## src/rtl/uart_tx_pkg.sv

```systemverilog
// Shared register offsets, bit indices and shifter states for the UART TX peripheral.
// UART_TX_PARITY_EN adds the PARITY shifter state.
package uart_tx_pkg;

    localparam logic [2:0] OFF_TXDATA = 3'd0;
    localparam logic [2:0] OFF_CTRL   = 3'd1;
    localparam logic [2:0] OFF_DIVLO  = 3'd2;
    localparam logic [2:0] OFF_DIVHI  = 3'd3;
    localparam logic [2:0] OFF_STATUS = 3'd4;
    // Offset 7 is reserved and doubles as the "no register selected" code.
    localparam logic [2:0] OFF_NONE   = 3'd7;

    localparam int CTRL_IE    = 0;
    localparam int CTRL_PAR   = 1;

    localparam int ST_FULL    = 0;
    localparam int ST_EMPTY   = 1;
    localparam int ST_BUSY    = 2;
    localparam int ST_OVF     = 3;

    typedef enum logic [2:0] {
        IDLE   = 3'd0,
        START  = 3'd1,
        DATA   = 3'd2,
`ifdef UART_TX_PARITY_EN
        PARITY = 3'd4,
`endif
        STOP   = 3'd3
    } tx_state_t;

    function automatic logic even_parity(input logic [7:0] d);
        return ^d;
    endfunction

endpackage

```

## src/rtl/tx_fifo.sv

```systemverilog
// Synchronous byte FIFO with show-ahead output; a push while full is accepted
// only when a pop happens in the same cycle.
module tx_fifo #(
    parameter int DEPTH = 4
) (
    input  logic                     clk,
    input  logic                     reset,
    input  logic                     push,
    input  logic [7:0]               din,
    input  logic                     pop,
    output logic [7:0]               dout,
    output logic                     full,
    output logic                     empty,
    output logic [$clog2(DEPTH):0]   count
);
    localparam int AW = $clog2(DEPTH);

    logic [7:0]    mem_q [DEPTH];
    logic [AW-1:0] wr_ptr_q, wr_ptr_d;
    logic [AW-1:0] rd_ptr_q, rd_ptr_d;
    logic [AW:0]   count_q, count_d;
    logic          do_push_s, do_pop_s;

    assign full  = (count_q == (AW+1)'(DEPTH));
    assign empty = (count_q == (AW+1)'(1'b0));
    assign count = count_q;
    assign dout  = mem_q[rd_ptr_q];

    // Pointer and occupancy update.
    always_comb begin
        do_pop_s  = pop & ~empty;
        do_push_s = push & (~full | do_pop_s);
        wr_ptr_d  = do_push_s ? wr_ptr_q + AW'(1'b1) : wr_ptr_q;
        rd_ptr_d  = do_pop_s  ? rd_ptr_q + AW'(1'b1) : rd_ptr_q;
        case ({do_push_s, do_pop_s})
            2'b10:   count_d = count_q + (AW+1)'(1'b1);
            2'b01:   count_d = count_q - (AW+1)'(1'b1);
            default: count_d = count_q;
        endcase
    end

    // FIFO state registers; reset discards all queued bytes.
    always_ff @(posedge clk or posedge reset) begin
        if (reset) begin
            wr_ptr_q <= '0;
            rd_ptr_q <= '0;
            count_q  <= '0;
            for (int i = 0; i < DEPTH; i++) mem_q[i] <= 8'h00;
        end else begin
            wr_ptr_q <= wr_ptr_d;
            rd_ptr_q <= rd_ptr_d;
            count_q  <= count_d;
            if (do_push_s) mem_q[wr_ptr_q] <= din;
        end
    end

endmodule

```

## src/rtl/uart_tx_periph.sv

```systemverilog
// Memory-mapped UART transmitter: byte-lane register block, TX FIFO and 8N1 shifter.
// Define UART_TX_PARITY_EN to make CTRL.PAR writable and add an even-parity bit.
module uart_tx_periph
    import uart_tx_pkg::*;
#(
    parameter logic [15:0] BASEADDR    = 16'h0010,
    parameter int          FIFO_DEPTH  = 4,
    parameter logic [15:0] DEFAULT_DIV = 16'd103
) (
    input  logic        clk,
    input  logic        reset,
    input  logic [15:0] dread_addr,
    output logic [15:0] dread_data,
    input  logic [15:0] dwrite_addr,
    input  logic [15:0] dwrite_data,
    input  logic [1:0]  dwrite_en,
    output logic        txd,
    output logic        interrupt
);
    localparam int CW = $clog2(FIFO_DEPTH) + 1;

    tx_state_t     state_q, state_d;
    logic [7:0]    shift_q, shift_d;
    logic [2:0]    bitcnt_q, bitcnt_d;
    logic [15:0]   baud_q, baud_d;
    logic [15:0]   div_q, div_d;
    logic [15:0]   rdata_q, rdata_d;
    logic          ctrl_ie_q, ctrl_ie_d, ctrl_par_q, ctrl_par_d;
    logic          ovf_q, ovf_d, txd_q, txd_d, irq_q, irq_d;

    logic          push_s, pop_s, ovf_clr_s, busy_s;
    logic          fifo_full_s, fifo_empty_s;
    logic [7:0]    fifo_dout_s, status_s, ctrl_s;
    logic [CW-1:0] fifo_count_s;
    logic [15:0]   waddr1_s;
    logic [1:0][2:0] wsel_s;

    tx_fifo #(.DEPTH(FIFO_DEPTH)) u_fifo (
        .clk   (clk),
        .reset (reset),
        .push  (push_s),
        .din   (dwrite_data[7:0]),
        .pop   (pop_s),
        .dout  (fifo_dout_s),
        .full  (fifo_full_s),
        .empty (fifo_empty_s),
        .count (fifo_count_s)
    );

    function automatic logic [7:0] reg_byte(input logic [15:0] addr, input logic [7:0] ctrl,
                                            input logic [15:0] div, input logic [7:0] status);
        logic [7:0] b;
        if (addr[15:3] == BASEADDR[15:3]) begin
            case (addr[2:0])
                OFF_CTRL:   b = ctrl;
                OFF_DIVLO:  b = div[7:0];
                OFF_DIVHI:  b = div[15:8];
                OFF_STATUS: b = status;
                default:    b = 8'h00;
            endcase
        end else begin
            b = 8'h00;
        end
        return b;
    endfunction

    assign busy_s   = (state_q != IDLE);
    assign status_s = {4'(fifo_count_s), ovf_q, busy_s, fifo_empty_s, fifo_full_s};
    assign ctrl_s   = {6'b000000, ctrl_par_q, ctrl_ie_q};
    assign waddr1_s = dwrite_addr + 16'd1;
    assign wsel_s[0] = (dwrite_en[0] && (dwrite_addr[15:3] == BASEADDR[15:3])) ? dwrite_addr[2:0] : OFF_NONE;
    assign wsel_s[1] = (dwrite_en[1] && (waddr1_s[15:3] == BASEADDR[15:3])) ? waddr1_s[2:0] : OFF_NONE;

    // Per-lane register writes and the registered read port.
    always_comb begin
        ctrl_ie_d  = ctrl_ie_q;
        ctrl_par_d = ctrl_par_q;
        div_d      = div_q;
        push_s     = 1'b0;
        ovf_clr_s  = 1'b0;
        for (int l = 0; l < 2; l++) begin
            case (wsel_s[l])
                OFF_TXDATA: push_s = 1'b1;
                OFF_CTRL: begin
                    ctrl_ie_d = dwrite_data[8*l + CTRL_IE];
`ifdef UART_TX_PARITY_EN
                    ctrl_par_d = dwrite_data[8*l + CTRL_PAR];
`endif
                end
                OFF_DIVLO:  div_d[7:0]  = dwrite_data[8*l +: 8];
                OFF_DIVHI:  div_d[15:8] = dwrite_data[8*l +: 8];
                OFF_STATUS: ovf_clr_s   = dwrite_data[8*l + ST_OVF];
                default:    ;
            endcase
        end
        if (push_s && fifo_full_s && !pop_s) begin
            ovf_d = 1'b1;
        end else if (ovf_clr_s) begin
            ovf_d = 1'b0;
        end else begin
            ovf_d = ovf_q;
        end
        irq_d   = ctrl_ie_q & fifo_empty_s & ~busy_s;
        rdata_d = {reg_byte(dread_addr + 16'd1, ctrl_s, div_q, status_s),
                   reg_byte(dread_addr, ctrl_s, div_q, status_s)};
    end

    // Shifter next state; the shift register rotates so its parity is preserved.
    always_comb begin
        state_d  = state_q;
        shift_d  = shift_q;
        bitcnt_d = bitcnt_q;
        baud_d   = baud_q - 16'd1;
        pop_s    = 1'b0;
        case (state_q)
            IDLE: begin
                if (!fifo_empty_s) begin
                    pop_s    = 1'b1;
                    shift_d  = fifo_dout_s;
                    bitcnt_d = 3'd0;
                    baud_d   = div_q;
                    state_d  = START;
                end else begin
                    baud_d   = baud_q;
                end
            end
            START: begin
                if (baud_q == 16'd0) begin
                    baud_d  = div_q;
                    state_d = DATA;
                end else begin
                    state_d = START;
                end
            end
            DATA: begin
                if (baud_q == 16'd0) begin
                    baud_d   = div_q;
                    shift_d  = {shift_q[0], shift_q[7:1]};
                    bitcnt_d = bitcnt_q + 3'd1;
`ifdef UART_TX_PARITY_EN
                    state_d  = (bitcnt_q == 3'd7) ? (ctrl_par_q ? PARITY : STOP) : DATA;
`else
                    state_d  = (bitcnt_q == 3'd7) ? STOP : DATA;
`endif
                end else begin
                    state_d  = DATA;
                end
            end
`ifdef UART_TX_PARITY_EN
            PARITY: begin
                if (baud_q == 16'd0) begin
                    baud_d  = div_q;
                    state_d = STOP;
                end else begin
                    state_d = PARITY;
                end
            end
`endif
            STOP: begin
                // Pop in the last stop cycle so back-to-back frames have no idle gap.
                if (baud_q == 16'd0 && !fifo_empty_s) begin
                    pop_s    = 1'b1;
                    shift_d  = fifo_dout_s;
                    bitcnt_d = 3'd0;
                    baud_d   = div_q;
                    state_d  = START;
                end else if (baud_q == 16'd0) begin
                    baud_d   = div_q;
                    state_d  = IDLE;
                end else begin
                    state_d  = STOP;
                end
            end
            default: begin
                baud_d  = div_q;
                state_d = IDLE;
            end
        endcase
        case (state_d)
            START:   txd_d = 1'b0;
            DATA:    txd_d = shift_d[0];
`ifdef UART_TX_PARITY_EN
            PARITY:  txd_d = even_parity(shift_d);
`endif
            default: txd_d = 1'b1;
        endcase
    end

    // Register state; txd is forced idle-high asynchronously by reset.
    always_ff @(posedge clk or posedge reset) begin
        if (reset) begin
            state_q    <= IDLE;
            shift_q    <= 8'h00;
            bitcnt_q   <= 3'd0;
            baud_q     <= 16'd0;
            div_q      <= DEFAULT_DIV;
            rdata_q    <= 16'h0000;
            ctrl_ie_q  <= 1'b0;
            ctrl_par_q <= 1'b0;
            ovf_q      <= 1'b0;
            txd_q      <= 1'b1;
            irq_q      <= 1'b0;
        end else begin
            state_q    <= state_d;
            shift_q    <= shift_d;
            bitcnt_q   <= bitcnt_d;
            baud_q     <= baud_d;
            div_q      <= div_d;
            rdata_q    <= rdata_d;
            ctrl_ie_q  <= ctrl_ie_d;
            ctrl_par_q <= ctrl_par_d;
            ovf_q      <= ovf_d;
            txd_q      <= txd_d;
            irq_q      <= irq_d;
        end
    end

    assign dread_data = rdata_q;
    assign txd        = txd_q;
    assign interrupt  = irq_q;

endmodule

```

## config.mk

```make
export PLATFORM = sky130hd
export DESIGN_NAME = uart_tx_periph
export DESIGN_NICKNAME = d
export VERILOG_FILES = /design/src/rtl/uart_tx_pkg.sv /design/src/rtl/tx_fifo.sv /design/src/rtl/uart_tx_periph.sv
export SDC_FILE = /design/constraint.sdc
export NUM_CORES = 1
export LEC_CHECK = 0
export ABC_CLOCK_PERIOD_IN_PS = 7560
export BUFFER_PORTS_ARGS = -buffer_cell sky130_fd_sc_hd__buf_2
export CORE_MARGIN = 1
export CORE_UTILIZATION = 55
export CTS_BUF_LIST = sky130_fd_sc_hd__clkbuf_4
export DETAILED_ROUTE_END_ITERATION = 16
export GPL_TIMING_DRIVEN = 1
export PLACE_DENSITY = 0.72
export SYNTH_ARGS = -nofsm -noshare
export SYNTH_HDL_FRONTEND = slang
export SYNTH_SLANG_ARGS = --single-unit
export TNS_END_PERCENT = 30
```

## constraint.sdc

```tcl
create_clock -name clk -period 7.56 [get_ports clk]
set_input_delay 0.756 -clock clk [delete_from_list [all_inputs] [get_ports clk]]
set_output_delay 0.756 -clock clk [all_outputs]
set_load 0.05 [all_outputs]
```

; Word level (Yosys, flattened, before mapping)
; Index checks and enable logic that the tools add are counted.
[word_totals]
out_inout_bits = 18
in_bits = 52
regBits = 105
wordCells = 142
[op_classes]
eq_ne = 32
n_reduce_logical = 22
mux = 48
n_bitwise = 10
add_sub_neg = 8
order_cmp = 3
[op_table]
columns = op, n
row1 = 8-bit 2-to-1 mux, 12
row2 = 8-bit case mux with 4 select lines, 2
row3 = "13-bit by 2-bit == test with 1-bit output, second input constant", 4
row4 = 16-bit 2-to-1 mux, 3
row5 = 16-bit case mux with 3 select lines, 1
row6 = "3-bit by 2-bit == test with 1-bit output, second input constant", 11
row7 = "16-bit by 1-bit adder with 16-bit output, second input constant", 2
row8 = 32-bit bitwise mux, 1
row9 = 8-bit case mux with 3 select lines, 1
row10 = "3-bit by 1-bit == test with 1-bit output, second input constant", 6
row11 = "3-bit == test, second input constant", 6
row12 = 3-bit 2-to-1 mux, 6
row13 = 8-bit binary-select mux with 2-bit select, 1
row14 = 8-bit demux with 2-bit select, 1
row15 = 16-bit logical NOT, 1
row16 = "16-bit by 1-bit subtractor with 16-bit output, second input constant", 1
row17 = 3-bit logical NOT, 4
row18 = 1-bit 2-to-1 mux, 12
row19 = 3-bit case mux with 4 select lines, 1
row20 = 2-bit nonzero test, 5
row21 = 3-bit case mux with 3 select lines, 1
row22 = "3-bit by 1-bit adder with 3-bit output, second input constant", 2
row23 = "3-bit greater-or-equal comparator, second input constant", 2
row24 = 1-bit logical AND, 6
row25 = other kinds (17), 31

; Longest topological paths before layout
; Gate-level depths: netlist of run 1.
[logic_depth]
word_depth = 10
ltp_mapped = 15
ltp_nobuf = 15

; Modules after synthesis
; From an unflattened synthesis of run 1, not the netlist that was laid out.
[unflattened]
cells_unflattened = 587
area_unflattened_um2 = 5849.4
[by_module_without_submodules]
columns = module, area_per_inst_um2, cells_per_inst, seq_area_each_um2, n_inst
row1 = uart_tx_periph, 4043.9, 471, 1659.1, 1
row2 = tx_fifo, 1805.5, 116, 975.9, 1

; Worst setup path after synthesis of run 1
; OpenSTA, ideal clock, no wires.
[synth_timing]
path_kind = input to register
from = input dwrite_addr[0]
to = register u_fifo.count_q[2], in the netlist u_fifo.count[2]
path_slack_ns = 4.179
required_time_ns = 7.481
setup_ns = 0.079
stages = 14
n_path_buf = 0
t_arrival_ns = 3.302
path_cell_list = ha_1 > inv_1 > or4_1 > mux2i_1 > and4_2 > a31o_2 > and2_1 > inv_1 > ha_1 > inv_1 > fa_1 > xor2_1 > nor2_1 > xor2_1
[synth_between]
elab_chain_cells = 9
word_cells_on_any_way = 14
classes_between = add/sub (1) / eq/ne (3) / mux (5) / bitwise (1) / reduce/logical (4)
[synth_rtl]
columns = element, line
row1 = start: declaration, uart_tx_periph.sv:14  ; input logic [15:0] dwrite_addr,
row2 = 16-bit by 1-bit adder with 16-bit output, uart_tx_periph.sv:70  ; assign waddr1_s = dwrite_addr + 16'd1;
row3 = 13-bit by 2-bit == test with 1-bit output, uart_tx_periph.sv:72  ; assign wsel_s[1] = (dwrite_en[1] && (waddr1_s[15:3] == BASEADDR[15:3])) ? waddr1_s[2:0] : OFF_NONE;
row4 = 1-bit logical AND, uart_tx_periph.sv:72
row5 = 3-bit 2-to-1 mux, uart_tx_periph.sv:72
row6 = 3-bit logical NOT, uart_tx_periph.sv:82  ; case (wsel_s[l])
row7 = 1-bit 2-to-1 mux *, uart_tx_periph.sv:82
row8 = 1-bit bitwise AND *, tx_fifo.sv:32  ; do_push_s = push & (~full | do_pop_s);
row9 = 2-bit by 1-bit == test with 1-bit output or 2-bit == test (tied branches), tx_fifo.sv:35  ; case ({do_push_s, do_pop_s})
row10 = 3-bit case mux with 2 select lines or 2-bit nonzero test (tied branches), n/a
row11 = end signal: assignment, tx_fifo.sv:52  ; count_q <= count_d;
row12 = end: declaration, tx_fifo.sv:21  ; logic [AW:0] count_q, count_d;
; Every way passes the cells marked *; elsewhere a longest branch is shown, timed or not.
; A chain may end at the register's enable or synchronous reset.

; Worst setup path after layout of run 1
; Same ends and word-level chain as after synthesis.

==> out/results.ini, run 1 <==
[timing]
setup_violations = 0
tightest_slew_ns = 1.19
clock.fmax_ghz = 0.293
rsz0062_at_grt = false
post-route-period-util = 0.452
drv_slew = 0
setup-tns-final_ns = 0
hold-worst-slack_ns = 0.345
report.final.hold_viol_count = 0
max_slew_margin = 0.203
period_minus_slack_ns = 3.41
skew_ns = 0.0251

[logic_synthesis]
syn_area_per_cell_um2 = 9.97
ys_warn_count = 0
synthArstFlopShare = 1.00
synthTopCellsByCount = dfrtp_1 (99), nand2_1 (57), nor2_1 (51)
synth_area_leader_cell = dfrtp_1
ys_seq_area_frac = 0.464
synthCells = 569
yosys.area_share.simple = 0.192
netlist_top_cells_area = dfrtp_1 (44%), mux2_2 (6.5%), nand2_1 (3.8%)
netlist_area_mm2 = 0.00568
ys.flop_type = dfrtp_1
post-synth-top-count-cell = dfrtp_1
synth_fa_ha_area_frac = 0.0278
synthesis.nets = 633
ys_types = 60
ys_ff_latch = 105
synth_compound_gate_area_share = 0.163
yosysTopAreaCellShare = 0.437
yosys-mux-area-fraction = 0.103
synth_edf_count = 0
synth_top_family_by_area = simple AND/OR/NAND/NOR gates
post_synth_xor_area_fraction = 0.0185

[drt]
drt-initial-drc-count = 305
vias_per_cell = 6.16
ant_nets = 0
wl_per_cell_um = 17.0
drc = 0
drt_wl_total_mm = 13.0
via_count = 4708
firstDrtPassIters = 5

[grt]
antenna_found_initial = 0
grt_max_degree = 56
use_met2 = 0.421
grt.met3_usage = 0.0466
grt_pass1_wl_mm = 22.0
grt_use_met1 = 0.346
grt_busiest_layer = met2
track_usage = 0.255
grt.overflow.total = 0
grt_pass1_vias = 4389

[cells_and_area]
diodes = 0
final_layout_size_suffix_gt1_frac = 0.228
nets = 690
area_growth_pct = 10.1

[clock_tree]
worstSkewPairLatency_ns = 0.46
cts.path.max_buffers = 2
hold_buffers = 0
cts_sinks = 105
post-cts-setup-buffers = 0
clkTransAtPathRegs_ns = 0.16
cts_resized = 0
root_buffer = clkbuf_4
numCtsBuffers = 9
cts_tree = yes
cts_htree_levels = 3

[die]
num_rows = 36
core_area_mm2 = 0.00991
die_x_um = 104
start_util = 0.573
die-area_mm2 = 0.0107
die_height_um = 104
ios = 70

[placement]
hpwl_mm = 9.83
port_buffers = 69
place_congestion = 0.886

[worst_setup_path]
crit_type = primary input to flop
cp-start-kind = primary input
cp.required_ns = 7.94
arrival_ns = 3.80
endpoint_kind = flop
critPathMaxFanout = 17
worst_r2r_startpoint = baud_q[4]
startpoint = dwrite_addr[0]

[flow_run]
cap_violations = 0

[power]
p_leak_nw = 2.97
ir_worst_vdd_uv = 145
powerDensity_mw_per_mm2 = 249

[status]
outcome = completed

[min_path]
hp-class = primary input to asynchronous set/reset pin

[cells by family after synthesis]
kind of cell               Yosys count
muxes                               44
DFF                                105
and+or+nand+nor                    214
adders and majority gates           12
AOI/OAI and AO/OA                  136
buffers and inverters               45
other                                1
xor gates and xnor gates            12
[report_power, final]
part | leakage, nW | total, mW | switching (mW) | internal (mW)
combinational | 1.48 | 0.559 | 0.356 | 0.203
sequential | 1.41 | 0.714 | 0.0904 | 0.623
clock | 0.0768 | 0.281 | 0.173 | 0.108
total | 2.97 | 1.55 | 0.619 | 0.934
[final timing paths]
kind / depth (start not counted) / slack, ns / to
setup / recovery: 15 / 4.15 / u_fifo.count[2]
hold / removal: 2 / 0.35 / state_q[1]
setup reg to reg: 11 / 4.17 / u_fifo.count[1]
hold reg to reg: 2 / 0.49 / shift_q[1]
max in group asynchronous: 3 / 6.12 / dread_data[3]
min in group clk: 2 / 0.49 / shift_q[1]
[per-stage QoR]
| step | setup slack (ns) | cells | cell area [µm²] | total power, mW | util |
|---|---|---|---|---|---|
| after floorplan | 4.05 | 569 | 5680 | 1.14 | - |
| after global placement | 3.82 | 748 | 6110 | 1.26 | 0.617 |
| after detailed placement | 3.71 | 748 | 6110 | 1.28 | 0.617 |
| after CTS | 4.13 | 764 | 6250 | 1.56 | 0.631 |
| after global routing | 3.77 | 764 | 6250 | 1.67 | 0.631 |
| final | 4.15 | 764 | 6250 | 1.55 | 0.631 |
[critical path, cell delays in order]
cell,delay (ns)
buf_2,0.23
ha_1,0.28
inv_1,0.07
or4_1,0.54
mux2i_1,0.18
and4_2,0.24
a31o_2,0.23
and2_1,0.18
inv_1,0.06
ha_1,0.17
inv_1,0.06
fa_1,0.37
xor2_1,0.15
nor2_1,0.12
xor2_1,0.15
[cell usage in the layout (no fill, tap or decap), types with 11 or more instances in the layout]
cell	n
nor3_1	20
ha_1	11
a22oi_1	21
a22o_1	15
dfrtp_1	99
nand3_1	16
nor2_1	51
clkbuf_4	11
nand2_1	57
a21oi_1	21
buf_2	69
mux2_2	33
o21ai_0	37
inv_1	16
nand4_1	11
[metal layers]
| metal | up-vias | routed length (µm) |
|---|---|---|
| li1 | 2232 | - |
| met1 | 2307 | 5770 |
| met2 | 157 | 6310 |
| met3 | 12 | 720 |
| met4 | 0 | 175 |
| met5 | - | 0 |
[state kept, by name (all words and copies together) (netlist names), 2 cells and up]
register / flops
u_fifo.rd_ptr_q: 2
state_q: 3
dread_data: 16
u_fifo.mem_q: 32
shift_q: 8
baud_q: 16
u_fifo.wr_ptr_q: 2
div_q: 16
u_fifo.count: 3
bitcnt_q: 3
[area by class of cell]
type                            instances  area [µm²]
Clock buffer                           11        82.6
Clock inverter                          5        56.3
Fill cell                             855        3660
Inverter                               18        70.1
Multi-Input combinational cell        419        2860
Sequential cell                       105        2640
Tap cell                              133         166
Timing Repair Buffer                   73         375
No activity file was read; power rests on OpenSTA's default activity.
==> run 2, diff against run 1 <==
Settings changed: ABC_CLOCK_PERIOD_IN_PS 7560 to 3550.
Clock period 7.56 ns to 3.55 ns, I/O delays scaled along.
==> run 2 against run 1 <==
Effect of this change:
- count of clock-buffer cells in the layout down 1
- utilization up 0.23 points
- routed wire length up 2.1%
- combinational power up 120%
- first-iteration DRC count up 8.9%
- largest cell class unchanged
- total power up 110%
- hold slack worse by 0.30 ns
- clock skew down 0.0084 ns
- die area unchanged
- via count up 0.19%
- register-to-register slack worse by 3.7 ns
==> out/results.ini, run 2 (synthesis gave the netlist of run 1 again) <==
[cells_and_area]
diodes = 0
largest_reg_flops = 32
layout_commonest_cell = dfrtp_1
area_growth_pct = 10.5
final_layout_size_suffix_gt1_frac = 0.234
nets = 696
top_register = u_fifo.mem_q
mostFrequentLayoutCells = dfrtp_1 (99), buf_2 (69), nand2_1 (57), nor2_1 (51), o21ai_0 (37)

[drt]
drt-initial-drc-count = 332
vias_per_cell = 6.13
drt_wl_total_mm = 13.2
wl_per_cell_um = 17.2
via_count = 4717
ant_nets = 0
firstDrtPassIters = 5
drc = 0

[worst_setup_path]
arrival_ns = 3.50
r2r_setup_slack_ns = 0.45
crit_type = flop to flop
endpoint_kind = flop
cp.required_ns = 3.94
critPathMaxFanout = 7
cp-start-kind = flop

[power]
p_int_mw = 1.95
powerDensity_mw_per_mm2 = 528
netSwitchingFraction = 0.412
p_switching_mw = 1.36
ir_worst_vdd_uv = 255
seq_power_share = 0.460
power_mw = 3.31
p_leak_nw = 2.98
clkPwrFrac = 0.165
pwr-share-comb = 0.376

[grt]
antenna_found_initial = 0
grt_pass1_vias = 4537
grt_max_degree = 68
track_usage = 0.261
grt_pass1_wl_mm = 22.4
grt.overflow.total = 0

[die]
die_height_um = 104
die-area_mm2 = 0.0107
die_x_um = 104
start_util = 0.573
num_rows = 36
ios = 70
core_area_mm2 = 0.00991

[clock_tree]
clkTransAtPathRegs_ns = 0.16
root_buffer = clkbuf_4
cts_tree = yes
worstSkewPairLatency_ns = 0.46
post-cts-setup-buffers = 0
cts_sinks = 105
cts_htree_levels = 3
numCtsBuffers = 9
cts.path.max_buffers = 2
cts_resized = 0
hold_buffers = 0

[timing]
period_minus_slack_ns = 3.10
tightest_slew_ns = 0.896
max_slew_margin = 0.397
worst_slack_ns = 0.446
report.final.hold_viol_count = 0
setup-tns-final_ns = 0
post-route-period-util = 0.874
setup_violations = 0
drv_slew = 0
rsz0062_at_grt = false
skew_ns = 0.0167
clock.fmax_ghz = 0.322

[placement]
place_congestion = 0.878
hpwl_mm = 10.0
place_ws_ns = 0.211
port_buffers = 69

[flow_run]
cap_violations = 0

[min_path]
hp-class = primary input to asynchronous set/reset pin

[status]
outcome = completed

-- run 2: changes by cell type in the layout (fill, tap and decap cells not counted), sizes merged --
cell / change
buf: +6
inv: +2
clkinv: -2
clkinvlp: +1
clkbuf: -1
bufinv: -1
-- run 2: power by group through the flow --
stage,Clock (mW),Combinational [mW],Sequential [mW]
after floorplan,0,0.943,1.48
after global placement,0,1.20,1.54
after detailed placement,0,1.23,1.54
after CTS,0.560,1.23,1.52
after global routing,0.596,1.39,1.55
final,0.545,1.24,1.52
-- run 2: worst max-delay path, stage by stage, from the launching register on --
cell and delay, ns:
dfrtp_1 0.44, inv_1 0.12, ha_1 0.16, nor4b_1 0.36, nand4_1 0.25, o21ai_0 0.24, nand2_1 0.16, nand3_1 0.23
and2_1 0.21, inv_1 0.06, ha_1 0.19, inv_1 0.07, fa_1 0.40, o21ai_0 0.17
-- run 2: path summary, 6_finish.rpt --
kind	endpoint	cells after the start	startpoint
max in group asynchronous	div_q[2]	3	reset
hold reg to reg	shift_q[1]	2	shift_q[1]
setup reg to reg	u_fifo.count[1]	13	baud_q[0]
min in group clk	div_q[5]	2	dwrite_data[13]
hold / removal	baud_q[9]	2	reset
setup / recovery	u_fifo.count[1]	13	baud_q[0]
-- run 2: area by class of cell --
type                       instances  area (µm²)
clock buffer                      10        75.1
tap                              133         166
multi-input combinational        419        2860
inverter                          18        70.1
clock inverter                     5        41.3
fill                             862        3640
sequential                       105        2640
timing repair buffer              79         420
-- run 2: layer usage --
layer  routed length [µm]  track usage
met4                  300       0.0849
met3                  608       0.0491
met5                    0            0
met1                 6010        0.349
met2                 6330        0.429
-- run 2: per-stage QoR --
step           area [µm²]  hold slack (ns)  std cells   util
3_5_place_dp         6150            0.457        754  0.621
2_1_floorplan        5680            0.439        569      -
6_report             6270           0.0433        769  0.633
3_3_place_gp         6150            0.449        754  0.621
4_1_cts              6270           0.0634        769  0.633
5_1_grt              6270           0.0951        769  0.633
